### src/rtl/formant_dp_sequencer_if.sv
// Control, engine handshake and F/B table write bundle around the formant DP sequencer.
// master = sequencer side, slave = engines/table/host side.
interface formant_dp_sequencer_if #(
    parameter int BIT_WIDTH = 32,
    parameter int I         = 160,
    parameter int FORMANTS  = 5
);
    localparam int IW = $clog2(I);
    localparam int KW = $clog2(FORMANTS);
    localparam int AW = $clog2(FORMANTS * I);

    logic                 start;
    logic                 abort;
    logic                 emin_start;
    logic [IW-1:0]        emin_i;
    logic                 emin_done;
    logic                 f_begin;
    logic [IW-1:0]        f_i;
    logic                 f_valid;
    logic [KW-1:0]        f_k;
    logic [BIT_WIDTH-1:0] f_data;
    logic [BIT_WIDTH-1:0] b_data;
    logic                 f_iter_done;
    logic                 tbl_we;
    logic [AW-1:0]        tbl_addr;
    logic [BIT_WIDTH-1:0] tbl_f;
    logic [BIT_WIDTH-1:0] tbl_b;
    logic                 busy;
    logic                 done;
    logic                 error;

    modport master (
        input  start, abort, emin_done, f_valid, f_k, f_data, b_data, f_iter_done,
        output emin_start, emin_i, f_begin, f_i, tbl_we, tbl_addr, tbl_f, tbl_b,
               busy, done, error
    );

    modport slave (
        output start, abort, emin_done, f_valid, f_k, f_data, b_data, f_iter_done,
        input  emin_start, emin_i, f_begin, f_i, tbl_we, tbl_addr, tbl_f, tbl_b,
               busy, done, error
    );
endinterface

### src/rtl/formant_dp_sequencer.sv
// Steps DP columns 0..I-1: Emin engine, then F engine per column, forwarding F/B writes to the table.
// All outputs registered (writes land one cycle after f_valid); a watchdog faults a stalled engine.
module formant_dp_sequencer #(
    parameter int BIT_WIDTH = 32,
    parameter int I         = 160,
    parameter int FORMANTS  = 5,
    parameter int TIMEOUT   = 4096
) (
    input  logic                  clk_in,
    input  logic                  rst_in,
    formant_dp_sequencer_if.master bus
);
    localparam int IW  = $clog2(I);
    localparam int KW  = $clog2(FORMANTS);
    localparam int AW  = $clog2(FORMANTS * I);
    localparam int WDW = $clog2(TIMEOUT);
    // Write count can never exceed the cycles spent in F_WAIT, which the watchdog bounds.
    localparam int CW  = $clog2(TIMEOUT) + 1;

    typedef enum logic [2:0] {
        IDLE, E_REQ, E_WAIT, F_REQ, F_WAIT, FINISH, FAULT
    } state_t;

    state_t               state_q, state_d;
    logic [IW-1:0]        i_q, i_d;
    logic [WDW-1:0]       wd_q, wd_d;
    logic [CW-1:0]        wcnt_q, wcnt_d;
    logic                 emin_start_q, emin_start_d;
    logic [IW-1:0]        emin_i_q, emin_i_d;
    logic                 f_begin_q, f_begin_d;
    logic [IW-1:0]        f_i_q, f_i_d;
    logic                 tbl_we_q, tbl_we_d;
    logic [AW-1:0]        tbl_addr_q, tbl_addr_d;
    logic [BIT_WIDTH-1:0] tbl_f_q, tbl_f_d;
    logic [BIT_WIDTH-1:0] tbl_b_q, tbl_b_d;
    logic                 busy_q, busy_d;
    logic                 done_q, done_d;
    logic                 error_q, error_d;

    logic                 k_legal;
    logic                 wd_max;
    logic                 last_col;
    logic [31:0]          need;
    logic [CW-1:0]        wcnt_final;

    assign k_legal    = (bus.f_k != '0) && (32'(bus.f_k) <= 32'(FORMANTS));
    assign wd_max     = (wd_q == WDW'(TIMEOUT - 1));
    assign last_col   = (32'(i_q) == 32'(I - 1));
    assign need       = (32'(i_q) + 32'd1 < 32'(FORMANTS)) ? 32'(i_q) + 32'd1 : 32'(FORMANTS);
    // The F engine raises its last f_valid together with iter_done, so that beat counts too.
    assign wcnt_final = wcnt_q + CW'(bus.f_valid);

    always_comb begin
        state_d      = state_q;
        i_d          = i_q;
        wd_d         = wd_q;
        wcnt_d       = wcnt_q;
        emin_start_d = 1'b0;
        emin_i_d     = emin_i_q;
        f_begin_d    = 1'b0;
        f_i_d        = f_i_q;
        tbl_we_d     = 1'b0;
        tbl_addr_d   = tbl_addr_q;
        tbl_f_d      = tbl_f_q;
        tbl_b_d      = tbl_b_q;
        busy_d       = busy_q;
        done_d       = 1'b0;
        error_d      = error_q;

        // A legal write seen in F_WAIT is forwarded even if abort arrives in the same cycle.
        if (state_q == F_WAIT && bus.f_valid && k_legal) begin
            tbl_we_d   = 1'b1;
            tbl_addr_d = AW'(bus.f_k - KW'(1)) * AW'(I) + AW'(i_q);
            tbl_f_d    = bus.f_data;
            tbl_b_d    = bus.b_data;
        end

        if (bus.abort && state_q != IDLE) begin
            state_d = IDLE;
            busy_d  = 1'b0;
        end else begin
            case (state_q)
                IDLE, FAULT: begin
                    if (bus.start && !bus.abort) begin
                        state_d = E_REQ;
                        i_d     = '0;
                        busy_d  = 1'b1;
                        error_d = 1'b0;
                    end
                end
                E_REQ: begin
                    emin_start_d = 1'b1;
                    emin_i_d     = i_q;
                    wd_d         = '0;
                    state_d      = E_WAIT;
                end
                E_WAIT: begin
                    if (bus.emin_done) begin
                        state_d = F_REQ;
                    end else if (wd_max) begin
                        state_d = FAULT;
                        busy_d  = 1'b0;
                        error_d = 1'b1;
                    end else begin
                        wd_d = wd_q + WDW'(1);
                    end
                end
                F_REQ: begin
                    f_begin_d = 1'b1;
                    f_i_d     = i_q;
                    wcnt_d    = '0;
                    wd_d      = '0;
                    state_d   = F_WAIT;
                end
                F_WAIT: begin
                    wcnt_d = wcnt_final;
                    if (bus.f_valid && !k_legal) begin
                        state_d = FAULT;
                        busy_d  = 1'b0;
                        error_d = 1'b1;
                    end else if (bus.f_iter_done) begin
                        if (32'(wcnt_final) != need) begin
                            state_d = FAULT;
                            busy_d  = 1'b0;
                            error_d = 1'b1;
                        end else if (last_col) begin
                            state_d = FINISH;
                        end else begin
                            i_d     = i_q + IW'(1);
                            state_d = E_REQ;
                        end
                    end else if (wd_max) begin
                        state_d = FAULT;
                        busy_d  = 1'b0;
                        error_d = 1'b1;
                    end else begin
                        wd_d = wd_q + WDW'(1);
                    end
                end
                FINISH: begin
                    done_d  = 1'b1;
                    busy_d  = 1'b0;
                    state_d = IDLE;
                end
                default: state_d = IDLE;
            endcase
        end
    end

    always_ff @(posedge clk_in) begin
        if (rst_in) begin
            state_q      <= IDLE;
            i_q          <= '0;
            wd_q         <= '0;
            wcnt_q       <= '0;
            emin_start_q <= 1'b0;
            emin_i_q     <= '0;
            f_begin_q    <= 1'b0;
            f_i_q        <= '0;
            tbl_we_q     <= 1'b0;
            tbl_addr_q   <= '0;
            tbl_f_q      <= '0;
            tbl_b_q      <= '0;
            busy_q       <= 1'b0;
            done_q       <= 1'b0;
            error_q      <= 1'b0;
        end else begin
            state_q      <= state_d;
            i_q          <= i_d;
            wd_q         <= wd_d;
            wcnt_q       <= wcnt_d;
            emin_start_q <= emin_start_d;
            emin_i_q     <= emin_i_d;
            f_begin_q    <= f_begin_d;
            f_i_q        <= f_i_d;
            tbl_we_q     <= tbl_we_d;
            tbl_addr_q   <= tbl_addr_d;
            tbl_f_q      <= tbl_f_d;
            tbl_b_q      <= tbl_b_d;
            busy_q       <= busy_d;
            done_q       <= done_d;
            error_q      <= error_d;
        end
    end

    assign bus.emin_start = emin_start_q;
    assign bus.emin_i     = emin_i_q;
    assign bus.f_begin    = f_begin_q;
    assign bus.f_i        = f_i_q;
    assign bus.tbl_we     = tbl_we_q;
    assign bus.tbl_addr   = tbl_addr_q;
    assign bus.tbl_f      = tbl_f_q;
    assign bus.tbl_b      = tbl_b_q;
    assign bus.busy       = busy_q;
    assign bus.done       = done_q;
    assign bus.error      = error_q;
endmodule
### src/flat_wrapper.sv
// flat-port wrapper written by rule: the top's interface ports become plain ports
module formant_dp_sequencer_flat 
#(
    parameter int BIT_WIDTH = 32,
    parameter int I         = 160,
    parameter int FORMANTS  = 5,
    parameter int TIMEOUT   = 4096
)
  (clk_in, rst_in, bus_start, bus_abort, bus_emin_done, bus_f_valid, bus_f_k, bus_f_data, bus_b_data, bus_f_iter_done, bus_emin_start, bus_emin_i, bus_f_begin, bus_f_i, bus_tbl_we, bus_tbl_addr, bus_tbl_f, bus_tbl_b, bus_busy, bus_done, bus_error);
  formant_dp_sequencer_if #(.BIT_WIDTH(BIT_WIDTH), .I(I), .FORMANTS(FORMANTS)) bus_i ();
  input  logic clk_in;
  input  logic rst_in;
  input wire logic [$bits(bus_i.start)-1:0] bus_start;
  input wire logic [$bits(bus_i.abort)-1:0] bus_abort;
  input wire logic [$bits(bus_i.emin_done)-1:0] bus_emin_done;
  input wire logic [$bits(bus_i.f_valid)-1:0] bus_f_valid;
  input wire logic [$bits(bus_i.f_k)-1:0] bus_f_k;
  input wire logic [$bits(bus_i.f_data)-1:0] bus_f_data;
  input wire logic [$bits(bus_i.b_data)-1:0] bus_b_data;
  input wire logic [$bits(bus_i.f_iter_done)-1:0] bus_f_iter_done;
  output wire logic [$bits(bus_i.emin_start)-1:0] bus_emin_start;
  output wire logic [$bits(bus_i.emin_i)-1:0] bus_emin_i;
  output wire logic [$bits(bus_i.f_begin)-1:0] bus_f_begin;
  output wire logic [$bits(bus_i.f_i)-1:0] bus_f_i;
  output wire logic [$bits(bus_i.tbl_we)-1:0] bus_tbl_we;
  output wire logic [$bits(bus_i.tbl_addr)-1:0] bus_tbl_addr;
  output wire logic [$bits(bus_i.tbl_f)-1:0] bus_tbl_f;
  output wire logic [$bits(bus_i.tbl_b)-1:0] bus_tbl_b;
  output wire logic [$bits(bus_i.busy)-1:0] bus_busy;
  output wire logic [$bits(bus_i.done)-1:0] bus_done;
  output wire logic [$bits(bus_i.error)-1:0] bus_error;
  assign bus_i.start = bus_start;
  assign bus_i.abort = bus_abort;
  assign bus_i.emin_done = bus_emin_done;
  assign bus_i.f_valid = bus_f_valid;
  assign bus_i.f_k = bus_f_k;
  assign bus_i.f_data = bus_f_data;
  assign bus_i.b_data = bus_b_data;
  assign bus_i.f_iter_done = bus_f_iter_done;
  assign bus_emin_start = bus_i.emin_start;
  assign bus_emin_i = bus_i.emin_i;
  assign bus_f_begin = bus_i.f_begin;
  assign bus_f_i = bus_i.f_i;
  assign bus_tbl_we = bus_i.tbl_we;
  assign bus_tbl_addr = bus_i.tbl_addr;
  assign bus_tbl_f = bus_i.tbl_f;
  assign bus_tbl_b = bus_i.tbl_b;
  assign bus_busy = bus_i.busy;
  assign bus_done = bus_i.done;
  assign bus_error = bus_i.error;
  formant_dp_sequencer #(.BIT_WIDTH(BIT_WIDTH), .I(I), .FORMANTS(FORMANTS), .TIMEOUT(TIMEOUT)) u_core (.clk_in(clk_in), .rst_in(rst_in), .bus(bus_i));
endmodule
### config.mk
export PLATFORM = sky130hd
export DESIGN_NAME = formant_dp_sequencer_flat
export DESIGN_NICKNAME = d
export VERILOG_FILES = /design/src/rtl/formant_dp_sequencer_if.sv /design/src/rtl/formant_dp_sequencer.sv /design/src/flat_wrapper.sv
export SDC_FILE = /design/constraint.sdc
export NUM_CORES = 1
export LEC_CHECK = 0
export CORE_ASPECT_RATIO = 0.6
export CORE_MARGIN = 5
export CORE_UTILIZATION = 50
export CTS_BUF_LIST = sky130_fd_sc_hd__clkbuf_4 sky130_fd_sc_hd__clkbuf_8
export DETAILED_ROUTE_END_ITERATION = 7
export PLACE_DENSITY = 0.89
export SLEW_MARGIN = 20
export SYNTH_ARGS = -nofsm -noshare
export SYNTH_HDL_FRONTEND = slang
export SYNTH_SLANG_ARGS = --single-unit
### constraint.sdc
create_clock -name clk_in -period 7.7 [get_ports clk_in]
set_clock_uncertainty 0.05 [all_clocks]
set_input_delay 1.925 -clock clk_in [delete_from_list [all_inputs] [get_ports clk_in]]
set_output_delay 1.925 -clock clk_in [all_outputs]
set_load 0.01 [all_outputs]
==> results of run 1 <==
[placed cells by master, fill, tap and decap left out, types with 3 or more instances in the layout]
cell type / synthesis / layout
and4_1: 3 / 3
bufinv_16: 0 / 4
nor3_1: 15 / 15
and3_1: 12 / 11
nor4_1: 5 / 5
nor3b_1: 3 / 3
a311oi_1: 3 / 3
o211ai_1: 3 / 3
inv_1: 10 / 10
buf_4: 0 / 4
a22oi_1: 5 / 5
a21o_1: 4 / 4
ha_1: 13 / 13
o21a_1: 3 / 3
xnor2_1: 19 / 19
nand2_1: 208 / 208
dfxtp_1: 132 / 132
a21oi_1: 114 / 114
clkbuf_8: 0 / 19
or3_1: 3 / 3
nor2_1: 57 / 57
xor2_1: 4 / 4
o31ai_1: 3 / 3
nand2b_1: 5 / 5
nand4_1: 4 / 4
clkinvlp_4: 0 / 3
a211oi_1: 7 / 7
clkdlybuf4s50_1: 0 / 168
o21ai_0: 14 / 14
nand3_1: 18 / 17
mux2i_1: 3 / 3
nor2b_1: 4 / 4
[cell families (layout without fill, tap and decap cells)]
| family | count (synthesis) | in the layout | synth area share, % |
|---|---|---|---|
| flip-flops | 132 | 132 | 44.9 |
| AO/OA/AOI/OAI | 177 | 177 | 18.0 |
| multiplexers | 4 | 4 | 0.764 |
| XOR/XNOR | 23 | 23 | 3.42 |
| AND/OR/NAND/NOR | 348 | 348 | 25.8 |
| adder cells (fa/ha/maj) | 14 | 14 | 3.10 |
| buffers and inverters | 60 | 213 | 4.03 |
[how the worst min path moves through the flow]
stage / endpoint / slack [ns] / depth (start not counted)
6_report: u_core.bus.f_i[2] / 0.40 / 2
5_1_grt: u_core.bus.tbl_addr[1] / 0.42 / 2
4_1_cts: u_core.bus.tbl_b[9] / 0.41 / 2
3_5_place_dp: u_core.bus.tbl_b[9] / 0.40 / 2
3_3_place_gp: u_core.bus.tbl_addr[8] / 0.39 / 2
2_1_floorplan: u_core.wcnt_q[0] / 0.42 / 2
[flip-flops by register name (all words and copies together), names as in the netlist]
signal	flops
u_core.bus.f_begin	1
u_core.wcnt_q	13
u_core.bus.emin_start	1
u_core.bus.tbl_addr	10
u_core.bus.busy	1
u_core.bus.tbl_b	32
u_core.bus.tbl_we	1
u_core.bus.error	1
u_core.bus.done	1
u_core.i_q	8
u_core.wd_q	12
u_core.state_q	3
u_core.bus.f_i	8
u_core.bus.emin_i	8
u_core.bus.tbl_f	32
[cells in the mapped netlist, types with 2 or more instances]
master | instances | area, µm²
buf_1 | 5 | 18.8
o22ai_1 | 2 | 12.5
nand4_1 | 4 | 25.0
o22a_1 | 2 | 17.5
nand3_1 | 18 | 90.1
buf_2 | 4 | 20.0
inv_1 | 10 | 37.5
nand2_1 | 208 | 781
nor3_1 | 15 | 75.1
ha_1 | 13 | 163
dfxtp_1 | 132 | 2640
xnor2_1 | 19 | 166
o31ai_1 | 3 | 22.5
nor4_1 | 5 | 31.3
a21o_1 | 4 | 30.0
a311oi_1 | 3 | 26.3
and4b_1 | 2 | 20.0
o21ai_0 | 14 | 70.1
xor2_1 | 4 | 35.0
nand2b_1 | 5 | 31.3
or4_1 | 2 | 15.0
mux2i_1 | 3 | 30.0
or3_1 | 3 | 18.8
and4_1 | 3 | 26.3
nor3b_1 | 3 | 22.5
nor2b_1 | 4 | 25.0
clkbuf_1 | 40 | 150
nor2_1 | 57 | 214
a21oi_1 | 114 | 571
and3_1 | 12 | 75.1
a31o_2 | 2 | 17.5
a22oi_1 | 5 | 37.5
o21a_1 | 3 | 22.5
a211oi_1 | 7 | 52.6
o211ai_1 | 3 | 22.5
[per-stage QoR]
stage / util (%) / instance area (µm²) / instances / worst slack (ns) / power [mW]
global placement: 66.7 / 7610 / 1040 / 2.37 / 0.787
global route: 70.5 / 8050 / 1071 / 2.33 / 1.47
finish: 70.5 / 8050 / 1071 / 2.74 / 1.42
CTS: 70.5 / 8050 / 1071 / 2.79 / 1.43
detailed placement: 66.7 / 7610 / 1040 / 2.33 / 0.788
floorplan: - / 5890 / 758 / 3.29 / 0.739
[cell type report]
cell class | instances | area (µm²) | area share, %
timing repair buffer | 172 | 1710 | 21.3
tap | 160 | 200 | 2.49
sequential | 132 | 2640 | 32.8
clock inverter | 12 | 179 | 2.22
clock buffer | 19 | 262 | 3.25
inverter | 10 | 37.5 | 0.466
multi-input combinational | 566 | 3020 | 37.5
[report_power, final]
group / switching (mW) / total (mW) / internal (mW)
Combinational: 0.0402 / 0.0882 / 0.0480
Clock: 0.273 / 0.642 / 0.369
Sequential: 0.00225 / 0.686 / 0.684
[tightest hold or removal path, cell delays in order (launching register included)]
cell     delay [ns]
dfxtp_1        0.31
nand2_1        0.05
a21oi_1        0.05
[routing by layer]
layer	wire length (µm)	part of all wire (%)
met3	1600	9.4
met2	7600	45
met1	7530	44
met5	0	0
met4	323	1.9
==> flow_metrics.env, run 1 <==
export IMPL_status="finished clean"
export IMPL_hp_class="register to register"
export IMPL_arrival_ns=5.21
export IMPL_drive_above_1_share_pct=5.16
export IMPL_portBuffers=169
export IMPL_hold_start="u_core.bus.f_i[2]"
export IMPL_antenna_found_initial=0
export IMPL_synth_flop_cell="dfxtp_1"
export IMPL_htreeDepth=4
export IMPL_critPathCaptureType="register"
export IMPL_num_vias=5774
export IMPL_grtUsageMet3_pct=7.38
export IMPL_numCtsBuffers=17
export IMPL_clock_tree_buffer_depth=2
export IMPL_crit_cells=10
export IMPL_crit_chain="clkdlybuf4s50_1 -> ha_1 -> ha_1 -> and3_1 -> a31oi_2 -> a2111oi_4 -> o221ai_2 -> or4_1 -> o211a_1 -> o21bai_1"
export IMPL_avgSynthCellArea_um2=7.77
export IMPL_synth_edff_count=0
export IMPL_tightest_slew_ns=1.07
export IMPL_first_pass_iters=5
export IMPL_die_w_um=150
export IMPL_path_common_cell="ha_1"
export IMPL_period_needed_ns=4.96
export IMPL_vias_per_cell=5.39
export IMPL_cp_max_fo=8
export IMPL_ant_nets=0
export IMPL_crit_reg2reg_launch="u_core.state_q[2]"
export IMPL_p_per_area_nw_per_um2=176
export IMPL_cpPeakStageDelay_ns=0.70
export IMPL_r2r_cells=6
export IMPL_wl_per_cell_um=15.9
export IMPL_synth_fp_nets=846
export IMPL_cts_setup_buffers=0
export IMPL_fillCellCount=905
export IMPL_core_rowCount=30
export IMPL_grt_pass1_vias=5230
export IMPL_reg2reg_to="u_core.wd_q[4]"
export IMPL_grt_pass1_wl_um=26900
export IMPL_io_pins=170
export IMPL_cts_tree="built"
export IMPL_cts_resized=0
export IMPL_fin_hold_ws_ns=0.404
export IMPL_die_h_um=94.1
export IMPL_cts_sinks=132
export IMPL_drt_initial_drc_count=527
export IMPL_r2r_slack_ns=4.60
export IMPL_min_period_over_period_pct=64.4
export IMPL_leakagePower_nw=2.77
export IMPL_fmax_mhz=202
export IMPL_syn_to_final_growth_pct=36.6
export IMPL_clk_latency_ns=0.42
export IMPL_synth_yosys_seq_area_share_pct=44.9
export IMPL_cts_hold_buf=0
export IMPL_rsz0062_at_grt="no"
export IMPL_grt_met2_usage_pct=36.0
export IMPL_grt_max_degree=77
export IMPL_syn_cell_area_um2=5890
export IMPL_setup_viol=0
export IMPL_slew_viol_final=0
export IMPL_fp_coreArea_um2=11400
export IMPL_hold_viol=0
export IMPL_synthCells=758
export IMPL_slowest_stage="or4_1"
export IMPL_crit_required_ns=7.96
export IMPL_yosys_warnings=0
export IMPL_peakVddDrop_mv=0.110
export IMPL_antennaDiodeCount=0
export IMPL_grt_use_met1_pct=32.3
export IMPL_die_area_um2=14100
export IMPL_ys_types=60
export IMPL_fin_tns_setup_ns=0
export IMPL_startpoint_type="input pin"
export IMPL_top_usage_layer="met2"
export IMPL_start_util_pct=51.6
export IMPL_clk_pin_slew_ns=0.08
export IMPL_synthArstFlopShare_pct=0
export IMPL_wirelength_um=17100
export IMPL_globalRouteOverflowTotal=0
export IMPL_synth_seq_cells=132
export IMPL_grtUsageTotal_pct=23.8
export IMPL_maxSlewHeadroom_pct=28.1
export IMPL_startpoint="bus_f_valid"
export IMPL_cp_top_family="compound AO/OA/AOI/OAI gates"
export IMPL_drc=0
export IMPL_cp_num_buf_inv=1
export IMPL_fin_nets=987
export IMPL_routabilityCongestion=0.918
export IMPL_max_cap_violations=0
export IMPL_cts_root_buf="clkbuf_8"
export IMPL_critPathKind="input pin to register"
export IMPL_timing_critical_path_to="u_core.i_q[7]"
export IMPL_dp_hpwl_um=12100
Power figures use the tool's default switching activity.
==> inputs of run 2 (changes only) <==
- CORE_UTILIZATION: 50 -> 49
- PLACE_DENSITY: 0.89 -> 0.87
- clock period: 7.7 -> 4.97 ns (I/O delays scaled with it)
==> flow_metrics.env, run 2 (same netlist as run 1, synthesis figures left out) <==
export IMPL_grt_pass1_vias=5396
export IMPL_wl_per_cell_um=15.7
export IMPL_cts_hold_buf=0
export IMPL_antenna_found_initial=0
export IMPL_fp_coreArea_um2=11900
export IMPL_placed_area_um2=7660
export IMPL_clk_pin_slew_ns=0.07
export IMPL_drt_initial_drc_count=413
export IMPL_wl_met3_um=1550
export IMPL_setup_viol=0
export IMPL_portBuffers=169
export IMPL_leakagePower_nw=2.81
export IMPL_die_w_um=152
export IMPL_globalRouteOverflowTotal=0
export IMPL_fin_nets=989
export IMPL_hold_depth=2
export IMPL_max_cap_violations=0
export IMPL_met1_length_um=7670
export IMPL_slew_viol_final=0
export IMPL_final_common_cell="nand2_1"
export IMPL_startpoint_type="input pin"
export IMPL_core_rowCount=31
export IMPL_grt_max_degree=81
export IMPL_hold_start="u_core.bus.tbl_f[29]"
export IMPL_peakVddDrop_mv=0.193
export IMPL_io_pins=170
export IMPL_cts_sinks=132
export IMPL_reg2reg_to="u_core.i_q[5]"
export IMPL_die_area_um2=14400
export IMPL_hold_viol=0
export IMPL_routabilityCongestion=0.898
export IMPL_numCtsBuffers=17
export IMPL_cp_max_fo=9
export IMPL_period_needed_ns=4.12
export IMPL_rsz0062_at_grt="no"
export IMPL_drive_above_1_share_pct=5.47
export IMPL_multi_input_area_um2=3020
export IMPL_syn_to_final_growth_pct=37.8
export IMPL_cts_resized=0
export IMPL_drc=0
export IMPL_antennaDiodeCount=0
export IMPL_first_pass_iters=5
export IMPL_wirelength_um=16900
export IMPL_vias_per_cell=5.45
export IMPL_cts_tree="built"
export IMPL_p_per_area_nw_per_um2=275
export IMPL_tightest_slew_ns=1.12
export IMPL_cpPeakStageDelay_ns=0.60
export IMPL_finalWorstSetupSlack_ns=0.853
export IMPL_highest_layer="met4"
export IMPL_hp_class="register to register"
export IMPL_fin_tns_setup_ns=0
export IMPL_r2r_slack_ns=1.82
export IMPL_arrival_ns=4.40
export IMPL_dp_hpwl_um=12000
export IMPL_fillCellCount=963
export IMPL_die_h_um=94.9
export IMPL_stdcell_area_um2=8120
export IMPL_htreeDepth=4
export IMPL_critPathKind="input pin to register"
export IMPL_crit_chain="clkdlybuf4s50_1 -> ha_1 -> ha_1 -> and3_1 -> a31oi_2 -> a2111oi_4 -> o221ai_2 -> nor4_4 -> nand3_1 -> o41ai_1"
export IMPL_dpl_worst_slack_ns=0.475
export IMPL_r2r_cells=9
export IMPL_seqCellArea_um2=2640
export IMPL_fin_hold_ws_ns=0.405
export IMPL_min_period_over_period_pct=82.8
export IMPL_status="finished clean"
export IMPL_clock_tree_buffer_depth=2
export IMPL_cts_root_buf="clkbuf_8"
export IMPL_grtUsageTotal_pct=23.4
export IMPL_slowest_stage="nor4_4"
export IMPL_start_util_pct=49.5
export IMPL_grt_pass1_wl_um=26800
export IMPL_mostFrequentLayoutCells="nand2_1, clkdlybuf4s50_1, dfxtp_1"
export IMPL_ant_nets=0
export IMPL_cts_setup_buffers=0
export IMPL_hold_path_end="u_core.bus.tbl_f[29]"
export IMPL_crit_required_ns=5.25
export IMPL_dr_wl_met2_um=7460
export IMPL_fmax_mhz=243
export IMPL_clk_latency_ns=0.44
export IMPL_critPathCaptureType="register"
export IMPL_num_vias=5882
export IMPL_path_common_cell="ha_1"
export IMPL_maxSlewHeadroom_pct=24.7
export IMPL_crit_reg2reg_launch="u_core.wcnt_q[0]"
-- run 2: changes by cell type in the layout (fill, tap and decap cells not counted) --
cell	previous run	this run
buf_12	0	2
clkbuf_8	19	21
clkinvlp_4	3	1
clkinv_4	2	3
-- run 2: per-stage QoR --
stage	utilization, %	std cells	total power [mW]
final	68.2	1079	2.23
after global routing	68.2	1079	2.31
after CTS	68.2	1079	2.25
after detailed placement	64.3	1047	1.22
after global placement	64.3	1047	1.22
after floorplan	-	758	1.14
-- run 2: worst max-delay path, delay by kind of cell --
kind            cells  cell delay [ns]
buf+inv             1             0.49
compound gates      4             0.97
fa+ha+maj           2             0.47
simple gates        3             1.22
-- run 2: layer usage --
metal,up-vias,GRT usage (%)
met5,-,0
met4,0,6.88
met3,24,8.30
met2,229,35.1
met1,2751,31.7
li1,2878,-
-- run 2: worst max path at each step --
stage	to	slack, ns	startpoint
global route	u_core.i_q[5]	0.65	bus_f_valid
floorplan	u_core.i_q[7]	1.24	bus_f_valid
finish	u_core.i_q[5]	0.85	bus_f_valid
detailed placement	u_core.i_q[5]	0.47	bus_f_valid
CTS	u_core.i_q[5]	0.95	bus_f_valid
global placement	u_core.i_q[7]	0.56	bus_f_valid
-- run 2: layout make-up --
cell class,instances,share of cell area [%]
multi-input cells,566,37.2
repair buffers,174,21.6
clock buffers,21,3.56
inverters,10,0.462
flip-flops and latches,132,32.6
well taps,165,2.54
clock inverters,11,2.13
-- run 2: report_power, final --
part | total (mW) | internal (mW) | switching (mW) | leakage [nW]
combinational | 0.138 | 0.0755 | 0.0622 | 1.51
sequential | 1.06 | 1.06 | 0.00342 | 1.06
clock | 1.03 | 0.603 | 0.427 | 0.232
